<file path="src/rtl/button_pkg.sv">
// Shared types and default timing constants for push-button event handling.
// Imported by the button event detector and its tick generator.
package button_pkg;

  typedef enum logic [1:0] {
    IDLE      = 2'd0,
    PRESSED   = 2'd1,
    LONG_HELD = 2'd2
  } btn_state_t;

  localparam int TICK_1MS_50MHZ = 50000;
  localparam int LONG_MS        = 500;
  localparam int REPEAT_MS      = 100;

  function automatic int max2(input int a, input int b);
    return (a > b) ? a : b;
  endfunction

endpackage

</file>
<file path="src/rtl/tick_gen.sv">
// Free-running time-base: tick is high for one cycle every TICK_CYCLES clocks.
// clear restarts the period so timing can be measured from an external event.
module tick_gen
  import button_pkg::*;
#(
  parameter int TICK_CYCLES = TICK_1MS_50MHZ
) (
  input  logic clk,
  input  logic reset,
  input  logic clear,
  output logic tick
);

  localparam int CW = $clog2(TICK_CYCLES);
  localparam logic [CW-1:0] TICK_LAST = CW'(TICK_CYCLES - 1);

  logic [CW-1:0] tick_cnt_reg;

  always_ff @(posedge clk) begin
    if (reset || clear) begin
      tick_cnt_reg <= '0;
    end else if (tick_cnt_reg == TICK_LAST) begin
      tick_cnt_reg <= '0;
    end else begin
      tick_cnt_reg <= tick_cnt_reg + 1'b1;
    end
  end

  assign tick = (tick_cnt_reg == TICK_LAST);

endmodule

</file>
<file path="src/rtl/button_event.sv">
// Turns a debounced button level into press/release/click/long/repeat strobes.
// All strobes are registered and exactly one clock wide.
module button_event
  import button_pkg::*;
#(
  parameter int TICK_CYCLES  = TICK_1MS_50MHZ,
  parameter int LONG_TICKS   = LONG_MS,
  parameter int REPEAT_TICKS = REPEAT_MS,
  parameter int REPEAT_EN    = 1
) (
  input  logic clk,
  input  logic reset,
  input  logic btn_level,
  output logic press_pulse,
  output logic release_pulse,
  output logic click_pulse,
  output logic long_pulse,
  output logic repeat_pulse,
  output logic held
);

  localparam int HOLD_MAX = max2(LONG_TICKS, REPEAT_TICKS);
  localparam int HW       = (HOLD_MAX > 1) ? $clog2(HOLD_MAX) : 1;
  localparam logic [HW-1:0] LONG_LAST = HW'(LONG_TICKS - 1);
  localparam logic [HW-1:0] REP_LAST  = HW'(REPEAT_TICKS - 1);

  logic       btn_q_reg;
  logic       rise;
  logic       fall;
  logic       tick;
  btn_state_t state_reg, state_next;
  logic [HW-1:0] hold_reg, hold_next;
  logic press_reg, release_reg, click_reg, long_reg, repeat_reg;
  logic press_next, release_next, click_next, long_next, repeat_next;

  assign rise = btn_level & ~btn_q_reg;
  assign fall = ~btn_level & btn_q_reg;

  tick_gen #(
    .TICK_CYCLES(TICK_CYCLES)
  ) u_tick_gen (
    .clk  (clk),
    .reset(reset),
    .clear(rise),
    .tick (tick)
  );

  always_ff @(posedge clk) begin
    if (reset) begin
      btn_q_reg   <= 1'b0;
      state_reg   <= IDLE;
      hold_reg    <= '0;
      press_reg   <= 1'b0;
      release_reg <= 1'b0;
      click_reg   <= 1'b0;
      long_reg    <= 1'b0;
      repeat_reg  <= 1'b0;
    end else begin
      btn_q_reg   <= btn_level;
      state_reg   <= state_next;
      hold_reg    <= hold_next;
      press_reg   <= press_next;
      release_reg <= release_next;
      click_reg   <= click_next;
      long_reg    <= long_next;
      repeat_reg  <= repeat_next;
    end
  end

  // A rise in any state is treated as a fresh press; fall beats a coincident tick.
  always_comb begin
    state_next = state_reg;
    hold_next  = hold_reg;
    if (rise) begin
      state_next = PRESSED;
      hold_next  = '0;
    end else begin
      unique case (state_reg)
        PRESSED: begin
          if (fall) begin
            state_next = IDLE;
          end else if (tick) begin
            if (hold_reg == LONG_LAST) begin
              state_next = LONG_HELD;
              hold_next  = '0;
            end else begin
              hold_next = hold_reg + 1'b1;
            end
          end
        end
        LONG_HELD: begin
          if (fall) begin
            state_next = IDLE;
          end else if (tick) begin
            if (hold_reg == REP_LAST) begin
              hold_next = '0;
            end else begin
              hold_next = hold_reg + 1'b1;
            end
          end
        end
        default: ;
      endcase
    end
  end

  always_comb begin
    press_next   = rise;
    release_next = fall && (state_reg != IDLE);
    click_next   = fall && (state_reg == PRESSED);
    long_next    = !rise && !fall && tick && (state_reg == PRESSED) &&
                   (hold_reg == LONG_LAST);
    repeat_next  = (REPEAT_EN != 0) && !rise && !fall && tick &&
                   (state_reg == LONG_HELD) && (hold_reg == REP_LAST);
  end

  assign press_pulse   = press_reg;
  assign release_pulse = release_reg;
  assign click_pulse   = click_reg;
  assign long_pulse    = long_reg;
  assign repeat_pulse  = repeat_reg;
  assign held          = btn_q_reg;

endmodule
</file>
<file path="config.mk">
export PLATFORM = sky130hd
export DESIGN_NAME = button_event
export DESIGN_NICKNAME = d
export VERILOG_FILES = /design/src/rtl/button_pkg.sv /design/src/rtl/tick_gen.sv /design/src/rtl/button_event.sv
export SDC_FILE = /design/constraint.sdc
export NUM_CORES = 1
export LEC_CHECK = 0
export ABC_AREA = 1
export CORE_MARGIN = 2
export CORE_UTILIZATION = 50
export CTS_BUF_LIST = sky130_fd_sc_hd__clkbuf_2 sky130_fd_sc_hd__clkbuf_4 sky130_fd_sc_hd__clkbuf_8
export CTS_CLUSTER_SIZE = 24
export DETAILED_ROUTE_END_ITERATION = 16
export DONT_BUFFER_PORTS = 1
export SLEW_MARGIN = 20
export SYNTH_ARGS = -nofsm -noshare
export SYNTH_HDL_FRONTEND = slang
export SYNTH_SLANG_ARGS = --single-unit
export TNS_END_PERCENT = 50
</file>
<file path="constraint.sdc">
create_clock -name clk -period 2.2 [get_ports clk]
set_input_delay 0.44 -clock clk [delete_from_list [all_inputs] [get_ports clk]]
set_output_delay 0.44 -clock clk [all_outputs]
set_load 0.01 [all_outputs]
</file>
# [After elaboration in Yosys (flattened, before gate mapping)]
# Cells that the tools add are included.
[totals] memories=0 wordCells=63 mem_bits_rw=0 out_inout_bits=6 mem_bits_ro=0 latch_bits=0 ff_bits=33 in_bits=3
[classes] add_sub_neg=2 bitwise_logic=4 shifts=0 muxes=13 n_mul=0 magnitude_cmp=0 n_reduce_logical=19 div=0 eq_ne=15
[op_table] op="$mux 9" count=6
[op_table] op="$pmux 9 s2" count=1
[op_table] op="$add 16x1->16 const B" count=1
[op_table] op="$eq 16x16->1 const B" count=1
[op_table] op="$ne 2x2->1 const B" count=5
[op_table] op="$add 9x1->9 const B" count=1
[op_table] op="$eq 9x7->1 const B" count=1
[op_table] op="$eq 9x9->1 const B" count=1
[op_table] op="$ne 3x3->1 const B" count=3
[op_table] op="$logic_and 1x1->1" count=8
[op_table] op="$mux 2" count=4
[op_table] op="$ne 4x4->1 const B" count=2
[op_table] op="$reduce_and 4->1" count=2
[op_table] op="$reduce_and 5->1" count=1
[op_table] op="$pmux 2 s2" count=1
[op_table] op="$reduce_bool 2->1" count=2
[op_table] op="$reduce_or 2->1" count=2
[op_table] op="$reduce_bool 3->1" count=1
[op_table] op="$and 1x1->1" count=2
[op_table] op="$eq 2x1->1 const B" count=1
[op_table] op="$eq 2x2->1 const B" count=1
[op_table] op="$logic_not 1->1" count=2
[op_table] op="$not 1->1" count=2
[op_table] op="$logic_or 1x1->1" count=1
[op_table] op="$mux 1" count=1

# [Depth between registers and ports, before layout]
[depth] word_depth=7 ltp_mapped=10 ltp_nobuf=10

# [Cells and area by module]
# Synthesis repeated with hierarchy kept, for this count alone.
[hier_totals] hier_cells=249 area_unflattened_um2=1774.2
[modules_own_cells] module="button_event" instances=1 area_per_inst_um2=917.1 seq_area_each_um2=340.3 cells_each=120
[modules_own_cells] module="tick_gen" instances=1 area_per_inst_um2=857.1 seq_area_each_um2=320.3 cells_each=129

# [Least setup slack after synthesis]
# No wires, ideal clock.
[synth_path] path_type="in2reg" startpoint="in btn_level" endpoint="reg hold_reg[8]" n_path_buf=1 required_ps=2087 path_stages=9 setup_time_ps=113 arrival_ps=1321 setup_slack_ps=766 path_cell_list="inv_1 > ha_1 > inv_1 > o21a_1 > buf_2 > nand2_4 > clkinv_2 > nor2_1 > nor2_1"
[synth_between] elab_chain_cells=4 word_cells_on_any_way=7 cone_classes="eq/ne: 2; bitwise: 3; reduce/logical: 2"
[synth_rtl] element="start: declaration" line="button_event.sv:13" source="input logic btn_level,"
[synth_rtl] element="$not 1->1" line="button_event.sv:37" source="assign fall = ~btn_level & btn_q_reg;"
[synth_rtl] element="$and 1x1->1" line="button_event.sv:37"
[synth_rtl] element="$ne 2x2->1 (no source line)"
[synth_rtl] element="$reduce_and 5->1 (no source line)"
[synth_rtl] element="end signal: assignment" line="button_event.sv:61" source="hold_reg <= hold_next;"
[synth_rtl] element="end: declaration" line="button_event.sv:32" source="logic [HW-1:0] hold_reg, hold_next;"
# Parallel ways exist; a longest one is shown, timed or not.
# A chain may end at the register's enable or synchronous reset.

# [Final worst setup path]
[layout_path] startpoint="reg u_tick_gen.tick_cnt_reg[0]" endpoint="reg u_tick_gen.tick_cnt_reg[9]"
[layout_between] elab_chain_cells=2 word_cells_on_any_way=3 cone_classes="add/sub: 1; eq/ne: 1; reduce/logical: 1"
[layout_rtl] element="start: declaration" line="tick_gen.sv:17" source="logic [CW-1:0] tick_cnt_reg;"
[layout_rtl] element="start signal: assignment" line="tick_gen.sv:25" source="tick_cnt_reg <= tick_cnt_reg + 1'b1;"
[layout_rtl] element="parallel branches: the longest is 2 deep, another holds $add 16x1->16"
# Parallel ways; which one is timed is not known.

==> metrics <==
Cells on Worst Hold Path 1; mapped cell area around 1700 um^2; clock sinks 33; placer congestion estimate between 0.7 and 0.8; Compound-Gate Fraction of Synth Area 5.96%; Mean Syn Cell Area 6.72 um^2; Tightest Pin Transition 0.497 ns; # IOs 9; drt first pass iters 4; Clock Pin Slew Worst Setup and Hold Paths 0.11 ns; type of origin of the critical path flip-flop; clock share of power 32.5%; pwr dens just under 600 nW/um^2; Critical Path Fanout Max 14; 1st-iter DRT viols 99; footprint of the multi-input gates 916 um^2; Die Y ~63 um; number of global-route vias before repair 1282; Post-DP HPWL 2480 um; leakage 0.768 nW; Core Rows 21; Crit. path cell count 7; Worst slew margin 66.8%; routed vias/inst 4.76; Ys Warns 0; crit path kind flip-flop to flip-flop; sw frac 26.4%; clock root buffer clkbuf_4; Setup crit end kind flip-flop; # nets final 274; fraction of layout cells with a size suffix above 1 7.20%; initial antenna violation count 0; Slew Limit Fails 0; # H-tree levels 2; register area share after synthesis 37.9%; synthesized flop and latch total 33; Max IR drop VDD 0.000311 V; worst stage delay on the critical path 0.43 ns; post-route ant nets 0; critical path's top delay family simple AND/OR/NAND/NOR gates; CP arrival 1.99 ns; max-cap check violation count 0; Die W 63.0 um; IO Port Bufs 0; internal power around 0.8 mW; final-report hold violation count 0; Post-Synth XOR/XNOR Area ~2.5%; Mapped Nets 269; Seq pwr share between 50% and 60%; share of the synthesized area in the top cell type 37.9%; core area 3340 um^2; routed length per placed instance approximately 11 um; final setup vio count 0; die area between 3000 and 4000 um^2; final non-filler cell area 1850 um^2; Net Sw Power 0.286 mW; Layout Skew 0.0124 ns; DRC viols 0; commonest non-fill, non-tap cells in the layout 58 x nand2_1, 49 x nor2_1, 37 x inv_1, 33 x dfxtp_1, 20 x nand3_1; Largest register FFs 16; achievable frequency about 570 MHz; gr usage total between 10% and 20%; combinational share of power under 10%; WP buf/inv 0; Initial Utilization 52.2%; fillcell total 346; Tmin final 1.76 ns; Yosys top cell by area dfxtp_1; post-synthesis simple-gate area fraction 39.1%; Clock Latency Late Sink 0.34 ns; largest cells by area after synthesis dfxtp_1 38%, nand2_1 13%, nor2_1 11%, inv_1 8.0%, nand3_1 5.7%; setup TNS 0 ns; antenna cells 0; Worst Path Required 2.43 ns; CP max-delay cell nand2_1; main combinational cell family by area after synthesis simple AND/OR/NAND/NOR gates; post-cts resize count 0; Hold Crit Class primary input to flip-flop; commonest non-fill, non-tap cell in the layout nand2_1; Adder-Cell Fraction of Synth Area 5.03%; first-pass GRT wire length 5800 um; Vias 1477; pin count of the biggest net entering global routing 15; multiplexer share of the synthesized area 0%; crit path cell chain ha_1 -> nand3_2 -> nor2_1 -> nand3_2 -> nand2_1 -> a21oi_1 -> o21a_1; WL final 3340 um; TritonCTS clock tree done; Mapped Cells between 200 and 300; grt ovf 0; status finished, final reports clean; most used cell, CP nand3_2; RSZ-0062 raised after global routing no; setup bufs post-CTS 0; CTS Hold Bufs 0; Layout Area Growth over Synthesis 6.11%; period utilization 80.1%; cts bufs inserted 5; clock buffer depth 2; post-synth cell types 25; FF+latch area 661 um^2; dpl cell area ~1800 um^2; Worst R2R Path Depth 7
==> layer usage <==
metal  wire (um)  vias to the layer above  GRT usage [%]
met3         140                        6           6.67
met5           0                        -              0
met4          43                        0           5.83
met2        1330                       21           26.2
met1        1820                      634           26.5
li1            -                      816              -
==> power groups by stage <==
stage,sequential (mW),combinational [mW],clock (mW)
floorplan,0.637,0.0879,0
global placement,0.640,0.107,0
detailed placement,0.640,0.105,0
CTS,0.626,0.105,0.366
global route,0.628,0.123,0.395
finish,0.626,0.105,0.353
==> synth_stat cells <==
library cell / n
nand4_1: 4
inv_2: 1
nor2_2: 3
buf_4: 1
o21a_1: 2
nor3_1: 7
nand2_4: 2
dfxtp_1: 33
ha_1: 7
clkinv_2: 1
a21boi_1: 1
nor3b_1: 2
xor2_1: 4
o21ai_0: 7
nand3_1: 20
nand3b_1: 4
a21oi_1: 8
nor2_1: 49
xnor2_1: 1
nand2_1: 58
nand3_2: 2
a31oi_1: 1
or2_2: 2
inv_1: 37
buf_2: 2
==> final cells by class <==
class,instances,area share [%]
well taps,46,3.11
clock inverters,1,0.406
inverters,39,7.99
flip-flops and latches,33,35.7
repair buffers,1,0.406
clock buffers,6,2.78
multi-input cells,184,49.6
==> per-stage QoR <==
step,power [mW],cells,util (%),setup WS [ns],hold slack [ns]
after floorplan,0.724,259,-,0.766,0.417
after global placement,0.747,303,53.6,0.487,0.433
after detailed placement,0.745,303,53.6,0.452,0.439
after CTS,1.10,310,55.4,0.416,0.144
after global routing,1.15,310,55.4,0.266,0.127
final,1.08,310,55.4,0.439,0.158
==> logic make-up (layout without fill, tap and decap cells) <==
kind of cell,after synthesis,in the layout
adders and majority gates,7,7
AOI/OAI and AO/OA,19,19
DFF,33,33
xor gates and xnor gates,5,5
and+or+nand+nor,153,153
buffers and inverters,42,47
==> worst paths after layout <==
path	start	to	slack (ns)
worst min-delay path	reset	held$_SDFF_PP0_	0.16
worst max register to register	u_tick_gen.tick_cnt_reg[0]$_SDFF_PP0_	u_tick_gen.tick_cnt_reg[9]$_SDFF_PP0_	0.44
worst max-delay path	u_tick_gen.tick_cnt_reg[0]$_SDFF_PP0_	u_tick_gen.tick_cnt_reg[9]$_SDFF_PP0_	0.44
worst min register to register	u_tick_gen.tick_cnt_reg[0]$_SDFF_PP0_	u_tick_gen.tick_cnt_reg[0]$_SDFF_PP0_	0.46
Note: power is estimated with default switching activity, not from simulation.
